==> src/rtl/ca_corr_pkg.sv <==
// Shared definitions for the C/A early/prompt/late correlator.
// The optional saturating accumulators are enabled by defining CA_CORR_SATURATE_EN;
// the package itself is identical in both builds.
package ca_corr_pkg;

    // Chip_en pulses in one C/A code epoch.
    localparam int CHIPS_PER_EPOCH = 1023;

    // Default accumulator / output width.
    localparam int ACC_W_DEFAULT = 16;

    // Signed accumulator value at the default width.
    typedef logic signed [ACC_W_DEFAULT-1:0] acc_t;

    // ALIGN discards the partial epoch after reset; RUN integrates and dumps.
    typedef enum logic {
        ALIGN = 1'b0,
        RUN   = 1'b1
    } state_t;

endpackage : ca_corr_pkg

==> src/rtl/corr_acc.sv <==
// Single signed up/down integrate-and-dump accumulator.
// Each sample_en moves the total by +1 on a match and -1 otherwise.
// sum_o shows the total including the current cycle's sample, so the parent
// can dump a boundary sample together with the rest of its epoch.
// Build option CA_CORR_SATURATE_EN: clamp at the signed limits instead of wrapping.
module corr_acc
    import ca_corr_pkg::*;
#(
    parameter int ACC_W = ACC_W_DEFAULT
) (
    input  logic                    clk,
    input  logic                    rst,
    input  logic                    sample_en_i,
    input  logic                    match_i,
    input  logic                    dump_i,
    input  logic                    clear_i,
    output logic signed [ACC_W-1:0] sum_o
);

    localparam logic signed [ACC_W-1:0] ACC_ONE = {{(ACC_W-1){1'b0}}, 1'b1};

`ifdef CA_CORR_SATURATE_EN
    localparam logic signed [ACC_W-1:0] ACC_MAX = {1'b0, {(ACC_W-1){1'b1}}};
    localparam logic signed [ACC_W-1:0] ACC_MIN = {1'b1, {(ACC_W-1){1'b0}}};
`endif

    logic signed [ACC_W-1:0] acc_q;
    logic signed [ACC_W-1:0] acc_d;

    // Running total plus this cycle's +1/-1 contribution, if a sample arrives.
    always_comb begin
        sum_o = acc_q;
        if (sample_en_i) begin
`ifdef CA_CORR_SATURATE_EN
            if (match_i) begin
                if (acc_q != ACC_MAX) begin
                    sum_o = acc_q + ACC_ONE;
                end
            end else begin
                if (acc_q != ACC_MIN) begin
                    sum_o = acc_q - ACC_ONE;
                end
            end
`else
            sum_o = match_i ? (acc_q + ACC_ONE) : (acc_q - ACC_ONE);
`endif
        end
    end

    // A dump or a clear starts the next epoch from zero; otherwise keep integrating.
    always_comb begin
        acc_d = sum_o;
        if (clear_i || dump_i) begin
            acc_d = '0;
        end
    end

    // Accumulator register.
    always_ff @(posedge clk or posedge rst) begin
        if (rst) begin
            acc_q <= '0;
        end else begin
            acc_q <= acc_d;
        end
    end

endmodule : corr_acc

==> src/rtl/ca_correlator.sv <==
// 1-bit early/prompt/late integrate-and-dump correlator for a C/A code tracking loop.
// The prompt chip stream runs through a three-tap sample delay line; every sample
// is correlated against each tap, and at every 1023-chip epoch boundary the three
// totals are dumped into a holding register guarded by a valid/ack handshake.
// Build option CA_CORR_SATURATE_EN: saturating accumulators (default is wrapping).
module ca_correlator #(
    parameter int ACC_W           = ca_corr_pkg::ACC_W_DEFAULT,
    parameter int CHIPS_PER_EPOCH = ca_corr_pkg::CHIPS_PER_EPOCH,
    parameter int CNT_W           = 10
) (
    input  logic                    clk,
    input  logic                    sync,
    input  logic                    chip_en,
    input  logic                    ca_chip,
    input  logic                    sample_en,
    input  logic                    sample,
    input  logic                    dump_ack,
    output logic signed [ACC_W-1:0] early,
    output logic signed [ACC_W-1:0] prompt,
    output logic signed [ACC_W-1:0] late,
    output logic                    dump_valid,
    output logic                    overrun,
    output logic [CNT_W-1:0]        chip_cnt
);

    import ca_corr_pkg::*;

    localparam logic [CNT_W-1:0] LAST_CHIP = CNT_W'(CHIPS_PER_EPOCH - 1);
    localparam logic [CNT_W-1:0] CNT_ONE   = {{(CNT_W-1){1'b0}}, 1'b1};

    state_t state_q;

    logic [CNT_W-1:0] chip_cnt_q;
    logic [CNT_W-1:0] chip_cnt_d;

    logic e_tap_q;
    logic p_tap_q;
    logic l_tap_q;

    logic signed [ACC_W-1:0] early_q;
    logic signed [ACC_W-1:0] prompt_q;
    logic signed [ACC_W-1:0] late_q;
    logic                    dump_valid_q;
    logic                    overrun_q;

    logic signed [ACC_W-1:0] early_sum;
    logic signed [ACC_W-1:0] prompt_sum;
    logic signed [ACC_W-1:0] late_sum;

    logic epoch_end;
    logic acc_clear;
    logic acc_dump;
    logic match_e;
    logic match_p;
    logic match_l;

    assign epoch_end = chip_en && (chip_cnt_q == LAST_CHIP);
    assign acc_clear = (state_q == ALIGN);
    assign acc_dump  = (state_q == RUN) && epoch_end;

    assign match_e = ~(sample ^ e_tap_q);
    assign match_p = ~(sample ^ p_tap_q);
    assign match_l = ~(sample ^ l_tap_q);

    // Chip index within the epoch: advance per chip, wrap to zero on the last chip.
    always_comb begin
        chip_cnt_d = chip_cnt_q;
        if (epoch_end) begin
            chip_cnt_d = '0;
        end else if (chip_en) begin
            chip_cnt_d = chip_cnt_q + CNT_ONE;
        end
    end

    // One-sample-spaced early/prompt/late taps of the local code.
    always_ff @(posedge clk or posedge sync) begin
        if (sync) begin
            e_tap_q <= 1'b0;
            p_tap_q <= 1'b0;
            l_tap_q <= 1'b0;
        end else if (sample_en) begin
            e_tap_q <= ca_chip;
            p_tap_q <= e_tap_q;
            l_tap_q <= p_tap_q;
        end
    end

    corr_acc #(
        .ACC_W (ACC_W)
    ) u_acc_early (
        .clk         (clk),
        .rst         (sync),
        .sample_en_i (sample_en),
        .match_i     (match_e),
        .dump_i      (acc_dump),
        .clear_i     (acc_clear),
        .sum_o       (early_sum)
    );

    corr_acc #(
        .ACC_W (ACC_W)
    ) u_acc_prompt (
        .clk         (clk),
        .rst         (sync),
        .sample_en_i (sample_en),
        .match_i     (match_p),
        .dump_i      (acc_dump),
        .clear_i     (acc_clear),
        .sum_o       (prompt_sum)
    );

    corr_acc #(
        .ACC_W (ACC_W)
    ) u_acc_late (
        .clk         (clk),
        .rst         (sync),
        .sample_en_i (sample_en),
        .match_i     (match_l),
        .dump_i      (acc_dump),
        .clear_i     (acc_clear),
        .sum_o       (late_sum)
    );

    // Epoch FSM with the chip counter, dump holding register and handshake flags.
    always_ff @(posedge clk or posedge sync) begin
        if (sync) begin
            state_q      <= ALIGN;
            chip_cnt_q   <= '0;
            early_q      <= '0;
            prompt_q     <= '0;
            late_q       <= '0;
            dump_valid_q <= 1'b0;
            overrun_q    <= 1'b0;
        end else begin
            chip_cnt_q <= chip_cnt_d;
            case (state_q)
                ALIGN: begin
                    if (epoch_end) begin
                        state_q <= RUN;
                    end
                end
                RUN: begin
                    if (epoch_end) begin
                        early_q      <= early_sum;
                        prompt_q     <= prompt_sum;
                        late_q       <= late_sum;
                        dump_valid_q <= 1'b1;
                        if (dump_valid_q && !dump_ack) begin
                            overrun_q <= 1'b1;
                        end
                    end else if (dump_valid_q && dump_ack) begin
                        dump_valid_q <= 1'b0;
                    end
                end
                default: begin
                    state_q <= ALIGN;
                end
            endcase
        end
    end

    assign early      = early_q;
    assign prompt     = prompt_q;
    assign late       = late_q;
    assign dump_valid = dump_valid_q;
    assign overrun    = overrun_q;
    assign chip_cnt   = chip_cnt_q;

endmodule : ca_correlator

==> config.mk <==
export PLATFORM = sky130hd
export DESIGN_NAME = ca_correlator
export DESIGN_NICKNAME = d
export VERILOG_FILES = /design/src/rtl/ca_corr_pkg.sv /design/src/rtl/corr_acc.sv /design/src/rtl/ca_correlator.sv
export SDC_FILE = /design/constraint.sdc
export NUM_CORES = 1
export LEC_CHECK = 0
export CAP_MARGIN = 20
export CORE_ASPECT_RATIO = 1.25
export CORE_UTILIZATION = 52
export DETAILED_ROUTE_END_ITERATION = 10
export PLACE_DENSITY_LB_ADDON = 0.08
export SLEW_MARGIN = 30
export SYNTH_ARGS = -nofsm -noshare
export SYNTH_HDL_FRONTEND = slang
export SYNTH_HIERARCHICAL = 1
export SYNTH_SLANG_ARGS = --single-unit
==> constraint.sdc <==
create_clock -name clk -period 3.5 [get_ports clk]
set_input_delay 0.35 -clock clk [delete_from_list [all_inputs] [get_ports clk]]
set_output_delay 0.35 -clock clk [all_outputs]
set_load 0.02 [all_outputs]
# Yosys cells after proc, flatten, opt, wreduce, memory -nomap -nowiden
# Index checks and enable logic that the tools add are counted.
[totals]
output_inout_bits = 60
reg_bits = 112
elab_cells = 51
in_bits = 7
[classes]
n_reduce_logical = 11
addsub = 7
n_bitwise = 4
mux = 15
n_eq_ne = 1
[ops]
columns = ["op", "n"]
rows = [
  ["16-bit two-way mux", 9],
  ["16-bit by 2-bit adder with 16-bit output (second input constant)", 3],
  ["16-bit by 2-bit subtractor with 16-bit output (second input constant)", 3],
  ["10-bit two-way mux", 2],
  ["10-bit by 1-bit adder with 10-bit output (second input constant)", 1],
  ["10-bit equality test (second input constant)", 1],
  ["1-bit logical AND", 4],
  ["1-bit two-way mux", 4],
  ["2-bit AND reduction", 2],
  ["2-bit nonzero test", 2],
  ["3-bit AND reduction", 1],
  ["1-bit bitwise XOR", 3],
  ["1-bit zero test", 1],
  ["1-bit logical OR", 1],
  ["1-bit NOT", 1],
]

# Longest topological paths before layout
# Gate-level depths: netlist of run 1.
[depth]
ltp_word = 5
depth_mapped = 11
mapped_depth_nobuf = 10

# Cells and area by module
# The synthesis of run 1 kept the hierarchy.
[by_module_without_submodules]
columns = ["mod", "cells_per_inst", "seq_area_each_um2", "instances", "area_each_um2"]
rows = [
  ["corr_acc at u_acc_early ...", 172, 400.4, 2, 1534.0],
  ["ca_correlator", 176, 1601.5, 1, 2603.7],
  ["corr_acc at u_acc_prompt", 163, 400.4, 1, 1465.2],
]

# Least setup slack after synthesis of run 1
# Ideal clock, no wire load.
[synth_path]
path_kind = "register -> register"
start = "register p_tap_q"
end = "register prompt_q[14] (netlist: prompt[14])"
t_required_ns = 3.375
synth_period_minus_slack_ns = 2.946
setup_slack_ns = 0.554
arrival_ns = 2.821
setup_ns = 0.125
stages_incl_launch_ff = 10
n_path_buf = 0
cell_sequence = "dfrtp_1 -> xnor2_1 -> inv_1 -> ha_1 -> a21o_1 -> a21o_1 -> a221o_1 -> or3_1 -> a31o_1 -> mux2_2"
[synth_via]
elab_chain_cells = 3
[synth_rtl]
columns = ["item", "line", "rtl"]
rows = [
  ["start, declared", "ca_correlator.sv:37", "logic p_tap_q;"],
  ["start signal, assigned", "ca_correlator.sv:83", "p_tap_q <= e_tap_q;"],
  ["1-bit bitwise XOR", "ca_correlator.sv:62", "assign match_p = ~(sample ^ p_tap_q);"],
  ["16-bit two-way mux", "corr_acc.sv:45", "sum_o = match_i ? (acc_q + ACC_ONE) : (acc_q - ACC_ONE);"],
  ["16-bit two-way mux", "corr_acc.sv:33", "if (sample_en_i) begin"],
  ["via prompt_sum[14]", "ca_correlator.sv:47", "logic signed [ACC_W-1:0] prompt_sum;"],
  ["end signal, assigned", "ca_correlator.sv:145", "prompt_q <= prompt_sum;"],
  ["end, declared", "ca_correlator.sv:41", "logic signed [ACC_W-1:0] prompt_q;"],
]
# The timed path passes the listed nets, and every way through them passes these cells.
# A chain may end at the register's enable or synchronous reset.

# Worst setup path in the final report of run 1
[layout_path]
start = "input sample"
end = "register late_q[10] (netlist: late[10])"
[layout_via]
elab_chain_cells = 3
[layout_rtl]
columns = ["item", "line", "rtl"]
rows = [
  ["start, declared", "ca_correlator.sv:16", "input logic sample,"],
  ["1-bit bitwise XOR", "ca_correlator.sv:63", "assign match_l = ~(sample ^ l_tap_q);"],
  ["16-bit two-way mux", "corr_acc.sv:45", ""],
  ["16-bit two-way mux", "corr_acc.sv:33", ""],
  ["via late_sum[10]", "ca_correlator.sv:48", "logic signed [ACC_W-1:0] late_sum;"],
  ["end signal, assigned", "ca_correlator.sv:146", "late_q <= late_sum;"],
  ["end, declared", "ca_correlator.sv:42", "logic signed [ACC_W-1:0] late_q;"],
]
# The timed path passes the listed nets, and every way through them passes these cells.

==> results of run 1 <==
[critical path: cells and delay by family]
family	cells	cell delay [ns]
AOI/OAI and AO/OA	5	1.15
xor gates and xnor gates	1	0.28
adders and majority gates	1	0.35
buffers and inverters	3	0.81
muxes	1	0.27
and+or+nand+nor	1	0.13
[through the flow]
step           instance area (um2)  total power [mW]  worst slack [ns]  hold slack (ns)  cells
2_1_floorplan                 7140              1.96             0.554            0.264    683
3_5_place_dp                  8150              2.23            0.0365            0.464    927
4_1_cts                       8490              3.42             0.405            0.486    943
5_1_grt                       8490              3.55             0.191            0.495    943
6_report                      8490              3.39             0.396            0.483    943
3_3_place_gp                  8150              2.21             0.121            0.455    927
[cells in the final DEF (no fill, tap or decap), types with 23 or more instances in the layout]
cell type	count
sky130_fd_sc_hd__inv_1	31
sky130_fd_sc_hd__clkdlybuf4s50_1	65
sky130_fd_sc_hd__nor2_1	23
sky130_fd_sc_hd__a21oi_1	45
sky130_fd_sc_hd__ha_1	44
sky130_fd_sc_hd__a21o_1	28
sky130_fd_sc_hd__buf_4	29
sky130_fd_sc_hd__xnor2_1	23
sky130_fd_sc_hd__mux2_2	65
sky130_fd_sc_hd__dfrtp_1	112
sky130_fd_sc_hd__nand2_1	41
[layout make-up]
cell class	instances	area, um2	area share (%)
clock buffer	10	229	2.70
sequential	112	2800	33.0
tap	171	214	2.52
multi-input combinational	515	4100	48.3
inverter	32	120	1.42
clock inverter	6	108	1.27
timing repair buffer	97	913	10.8
[where the power goes]
group | leakage, nW | internal (mW) | switching (mW) | total (mW)
Clock | 0.162 | 0.698 | 0.481 | 1.18
Sequential | 1.55 | 1.33 | 0.0571 | 1.38
Combinational | 2.51 | 0.363 | 0.463 | 0.826
[worst paths after layout]
kind,startpoint,end,cells past startpoint
setup / recovery,sample,late[10],12
hold / removal,state_q,state_q,1
setup reg to reg,p_tap_q,prompt[14],10
hold reg to reg,state_q,state_q,1
max in group asynchronous,sync,early[7],3
min in group asynchronous,sync,u_acc_late/acc_q[14],2
[per-layer routing]
layer / wire length, um / part of all wire [%]
met3: 395 / 2.5
met1: 6990 / 44
met2: 8150 / 51
met4: 359 / 2.3
met5: 0 / 0
[sequential cells by signal, summed over array words and instances (netlist names)]
name	cells
l_tap_q	1
prompt	16
e_tap_q	1
p_tap_q	1
dump_valid	1
state_q	1
u_acc_early/acc_q	16
u_acc_prompt/acc_q	16
chip_cnt	10
early	16
late	16
overrun	1
u_acc_late/acc_q	16
[logic make-up (layout without fill, tap and decap cells)]
kind of cell,after synthesis,after routing,synth area share (%)
AO/OA/AOI/OAI,164,164,16.4
AND/OR/NAND/NOR,183,183,14.0
multiplexers,85,85,14.1
buffers and inverters,56,145,3.31
adder cells (fa/ha/maj),47,47,8.56
flip-flops,112,112,39.3
XOR/XNOR,36,36,4.42
==> key figures, run 1 <==
Timing
  – RSZ-0062 raised after global routing: no
  – Maximum operating frequency: 322 MHz
  – Tcrit/Tclk final: 88.7%
  – Aggregate negative setup slack: 0 ns
  – Max-slew violation total from the final report: 0
  – Worst clock skew: 0.00635 ns
  – Fin. Hold Viols: 0
  – Pin slew with the least headroom to its limit: 0.785 ns
  – Count of endpoints failing setup in the final report: 0
  – Crit path time final: 3.10 ns
  – Worst slew margin: 47.2%

Clock tree
  – Post-CTS Hold Buffers: 0
  – Max Root-Sink Buffers: 2
  – CTS buffer count: 9
  – Sink Count: 112
  – H-tree depth reported by CTS: 3
  – Clk_lat worst skew: 0.36 ns
  – Post-cts gate resize count: 0
  – CTS tree: built
  – Cell at the root of the clock tree: sky130_fd_sc_hd__clkbuf_16
  – Clk pin slew, worst setup/hold paths: 0.07 ns
  – Setup Fix Bufs, Post-CTS: 0

Synthesis
  – Post-Syn Nets: 737
  – Register area share after synthesis: 39.3%
  – Post-synthesis cell type count: 66
  – Number of synthesized register bits: 112
  – Area fraction of the dominant cell type after synthesis: 39.3%
  – Commonest register cell after synthesis: sky130_fd_sc_hd__dfrtp_1
  – Mapped Cells: 683
  – Share of flip-flops with an asynchronous set or reset: 100%
  – Biggest area contributors in the synthesized netlist: sky130_fd_sc_hd__dfrtp_1, sky130_fd_sc_hd__mux2_2, sky130_fd_sc_hd__ha_1
  – Most used standard cells in the synthesized netlist: sky130_fd_sc_hd__dfrtp_1, sky130_fd_sc_hd__mux2_2, sky130_fd_sc_hd__a21oi_1, sky130_fd_sc_hd__ha_1, sky130_fd_sc_hd__nand2_1
  – Syn Std Cell Area: 7140 um2
  – Mean Syn Cell Area: 10.4 um2
  – Cell type contributing the most total cell area after synthesis: sky130_fd_sc_hd__dfrtp_1
  – Count leader, synth: sky130_fd_sc_hd__dfrtp_1
  – Warning count from the yosys run: 6
  – Number of flops mapped to enable cells by yosys: 0

Global route
  – Via count of the first global-routing pass: 5647
  – First-pass GRT wire length: 26.9 mm
  – Remaining global-route overflow: 0
  – Global-route met3 utilization: 3.05%
  – Pin count of the biggest net entering global routing: 36
  – GRT Total Usage: 23.7%
  – Global-route met2 utilization: 41.5%
  – Number of antenna violations at the first check in global routing: 0
  – Most used routing layer: met2
  – Met1 capacity usage during global routing: 29.3%

Route
  – Number of DRC markers after the initial detailed-route iteration: 208
  – Post-DR wirelength/cell: 16.9 um
  – DR vias: 5476
  – First-pass iteration count of the detailed router: 4
  – Via-to-Cell Ratio: 5.81
  – Total Routed Length: 15.9 mm
  – Number of antenna-violating nets in the routed design: 0
  – DRC violations left: 0

Placed design
  – Count of port buffers added during placement: 66
  – Hpwl dp: 11.5 mm
  – Final RePlAce weighted congestion: 0.873

Setup path
  – Slowest CP cell: sky130_fd_sc_hd__clkdlybuf4s50_1
  – Highest fanout seen on the critical path: 5
  – Arrival @ worst endpoint: 3.34 ns
  – Critical Path End Type: register
  – Cells along the critical path: clkdlybuf4s50_1 > xnor2_1 > inv_1 > buf_4 > ha_1 > a21o_1 > a21oi_1 > a21oi_1 > o21a_1 > o2111ai_1 > nand3_1 > mux2_2
  – Reg2Reg Setup Slack: 0.59 ns
  – Worst Path Class, Setup: in -> reg
  – Worst path max stage delay: 0.53 ns
  – Required time of the critical path: 3.74 ns
  – Worst path most repeated cell: sky130_fd_sc_hd__a21oi_1
  – Nature of the critical path startpoint: input pin

Floorplanning
  – Core outline area: 13300 um2
  – I/O pin count: 67
  – Placement Rows: 47
  – Die height: 133 um
  – Width of the chip: 107 um
  – Starting density of the core: 53.7%
  – Die footprint: 14200 um2

Final layout
  – Antenna Diode Count: 0
  – Util after Layout: 63.8%
  – Fill cell count: 1123
  – Layout overhead on the synthesized area: 18.9%
  – Fraction of final layout cells with drive strength greater than 1: 21.0%
  – Fin nets: 821

Power and ir drop
  – Power Dens Cells: 399 nW/um2
  – Leakage component of the power: 4.22 nW
  – Max VDD drop: 0.269 mV

Hold path
  – Worst min-delay path class: reg -> reg

Run
  – Number of max-capacitance violations reported: 0

Run status
  – Run status: completed
No activity file was read; power rests on OpenSTA's default activity.
==> run 2, diff against run 1 <==
CAP_MARGIN = not set   (was 20)
==> results of run 2 <==
Same layout as run 1: the final DEF is identical, and so are final timing and power.
==> run 3, diff against run 2 <==
clock period = 3.4 ns   (was 3.5 ns; I/O delays follow)
==> run 3 against run 2 <==
Sequential power up 4%. Sequential share of layout area down 0.28 points. Flip-flop and latch count unchanged. Count of clock-buffer cells in the layout up 3. First-iteration DRC count up 15%. Setup slack worse by 0.11 ns. Die area unchanged. Hold slack about the same. Clock skew down 0.0019 ns. Routed wire length up 0.86%. Critical path type unchanged. Largest cell class unchanged.
==> key figures, run 3 (synthesis gave the netlist of run 1 again) <==
Timing
  – Count of endpoints failing setup in the final report: 0 (unchanged)
  – Post-route worst hold slack: 0.483 ns (-0.000111 ns)
  – Crit path time final: 3.11 ns
  – Worst slew margin: 36.8% (-10 points)
  – Pin slew with the least headroom to its limit: 0.945 ns (+0.160 ns)
  – Max-slew violation total from the final report: 0 (unchanged)
  – RSZ-0062 raised after global routing: no
  – Tcrit/Tclk final: 91.5%
  – PnR worst setup slack: 0.290 ns (-0.106 ns)
  – Worst clock skew: 0.00446 ns (-0.00189 ns)
  – Fin. Hold Viols: 0 (unchanged)
  – Maximum operating frequency: 322 MHz

Power and ir drop
  – Max VDD drop: 0.355 mV (+32%)
  – Total Power: 3.50 mW (+3.2%)
  – Power Dens Cells: 408 nW/um2 (+2.3%)
  – Leakage component of the power: 4.27 nW (+1.3%)

Route
  – Number of antenna-violating nets in the routed design: 0 (unchanged)
  – Met3 WL: 456 um (+15%)
  – Via-to-Cell Ratio: 5.74 (-1.2%)
  – Highest layer used for signal routing: met4
  – First-pass iteration count of the detailed router: 7 (+3)
  – DR vias: 5470 (-0.11%)
  – Wl on met1: 7.24 mm (+3.6%)
  – DRC violations left: 0 (unchanged)
  – Post-DR wirelength/cell: 16.8 um (-0.20%)
  – Number of DRC markers after the initial detailed-route iteration: 239 (+15%)
  – Total Routed Length: 16.0 mm (+0.86%)
  – Met2 WL post-DR: 8.10 mm (-0.61%)

Hold path
  – Worst min-delay path class: reg -> reg
  – Cells on Worst Hold Path: 1 (unchanged)

Clock tree
  – Post-cts gate resize count: 0 (unchanged)
  – Max Root-Sink Buffers: 2 (unchanged)
  – Cell at the root of the clock tree: sky130_fd_sc_hd__clkbuf_16
  – Sink Count: 112 (unchanged)
  – H-tree depth reported by CTS: 3 (unchanged)
  – CTS tree: built
  – Clk pin slew, worst setup/hold paths: 0.07 ns (about the same)
  – Setup Fix Bufs, Post-CTS: 0 (unchanged)
  – Post-CTS Hold Buffers: 0 (unchanged)
  – Clk_lat worst skew: 0.35 ns (about the same)
  – CTS buffer count: 9 (unchanged)

Global route
  – Pin count of the biggest net entering global routing: 36 (unchanged)
  – Remaining global-route overflow: 0 (unchanged)
  – First-pass GRT wire length: 27.4 mm (+1.8%)
  – Via count of the first global-routing pass: 5598 (-0.87%)
  – Number of antenna violations at the first check in global routing: 0 (unchanged)
  – GRT Total Usage: 24.3% (+0.57 points)

Setup path
  – Critical Path End Type: register
  – Cell depth of the worst flop-to-flop path: 10 (unchanged)
  – Arrival @ worst endpoint: 3.35 ns (about the same)
  – Required time of the critical path: 3.64 ns (-0.10 ns)
  – Slowest CP cell: sky130_fd_sc_hd__clkdlybuf4s50_1
  – Nature of the critical path startpoint: input pin
  – Worst path max stage delay: 0.52 ns (about the same)
  – Highest fanout seen on the critical path: 12 (+7)
  – Cell type group with the largest total delay on the critical path: buffers and inverters
  – Cells along the critical path: clkdlybuf4s50_1 > xnor2_1 > inv_1 > ha_1 > nor2b_1 > o2111ai_1 > a21o_1 > a31oi_1 > mux2i_1 > nand3_1 > mux2_2
  – Combined buffer and inverter count along the critical path: 2 (-1)
  – Worst Path Class, Setup: in -> reg
  – Critical path depth in cells: 11 (-1)

Placed design
  – Hpwl dp: 11.7 mm (+2.0%)
  – Worst slack, placed: -0.0201 ns (-0.0566 ns)
  – Final RePlAce weighted congestion: 0.935 (+7.2%)
  – Count of port buffers added during placement: 66 (unchanged)
  – DP Cell Count: 938 (+1.2%)

Final layout
  – Commonest non-fill, non-tap cell in the layout: sky130_fd_sc_hd__dfrtp_1
  – Finished Layout Cells: 953 (+1.1%)
  – Antenna Diode Count: 0 (unchanged)
  – Highest-count cells in the layout ignoring fill and taps: sky130_fd_sc_hd__dfrtp_1, sky130_fd_sc_hd__mux2_2, sky130_fd_sc_hd__clkdlybuf4s50_1, sky130_fd_sc_hd__a21oi_1, sky130_fd_sc_hd__ha_1
  – Fraction of final layout cells with drive strength greater than 1: 22.1% (+1.1 points)
  – Fin nets: 832 (+1.3%)
  – Layout overhead on the synthesized area: 19.9%

Floorplanning
  – Core outline area: 13300 um2 (unchanged)
  – Placement Rows: 47 (unchanged)
  – I/O pin count: 67 (unchanged)
  – Die height: 133 um (unchanged)
  – Width of the chip: 107 um (unchanged)
  – Die footprint: 14200 um2 (unchanged)
  – Starting density of the core: 53.7% (unchanged)

Run status
  – Run status: completed

Run
  – Number of max-capacitance violations reported: 0 (unchanged)
-- run 3: metal layers --
metal	vias up	GRT usage [%]
li1	2664	-
met1	2675	31.9
met2	112	41.2
met3	19	3.50
met4	0	7.69
met5	-	0
-- run 3: power by group --
| part | internal (mW) | switching (mW) | leakage, nW |
|---|---|---|---|
| sequential | 1.37 | 0.0591 | 1.55 |
| combinational | 0.396 | 0.481 | 2.56 |
| clock | 0.723 | 0.472 | 0.168 |
-- run 3: worst paths after layout --
| kind | startpoint | endpoint | slack (ns) |
|---|---|---|---|
| max | sample | late[12] | 0.29 |
| min | state_q | state_q | 0.48 |
| max reg2reg | l_tap_q | late[12] | 0.46 |
| min reg2reg | state_q | state_q | 0.48 |
| max in group asynchronous | sync | state_q | 2.18 |
| min in group asynchronous | sync | p_tap_q | 0.57 |
-- run 3: area by class of cell --
type / instances / area [um2]
inverter: 32 / 120
multi-input combinational: 515 / 4100
fill: 1087 / 4730
clock buffer: 13 / 280
timing repair buffer: 108 / 983
tap: 171 / 214
sequential: 112 / 2800
clock inverter: 2 / 60.1
-- run 3: through the flow --
stage	area (um2)	util, %	setup TNS [ns]
final	8560	64.4	0
after global routing	8560	64.4	0
after CTS	8560	64.4	0
after detailed placement	8220	61.8	-0.0224
after global placement	8220	61.8	0
after floorplan	7140	-	0
-- run 3: worst reg2reg max path, stage by stage, from the launching register on --
cell,delay [ns]
sky130_fd_sc_hd__dfrtp_1,0.40
sky130_fd_sc_hd__xnor2_1,0.22
sky130_fd_sc_hd__inv_1,0.25
sky130_fd_sc_hd__ha_1,0.42
sky130_fd_sc_hd__nor2b_1,0.19
sky130_fd_sc_hd__o2111ai_1,0.22
sky130_fd_sc_hd__a21o_1,0.26
sky130_fd_sc_hd__a31oi_1,0.20
sky130_fd_sc_hd__mux2i_1,0.29
sky130_fd_sc_hd__nand3_1,0.11
sky130_fd_sc_hd__mux2_2,0.26
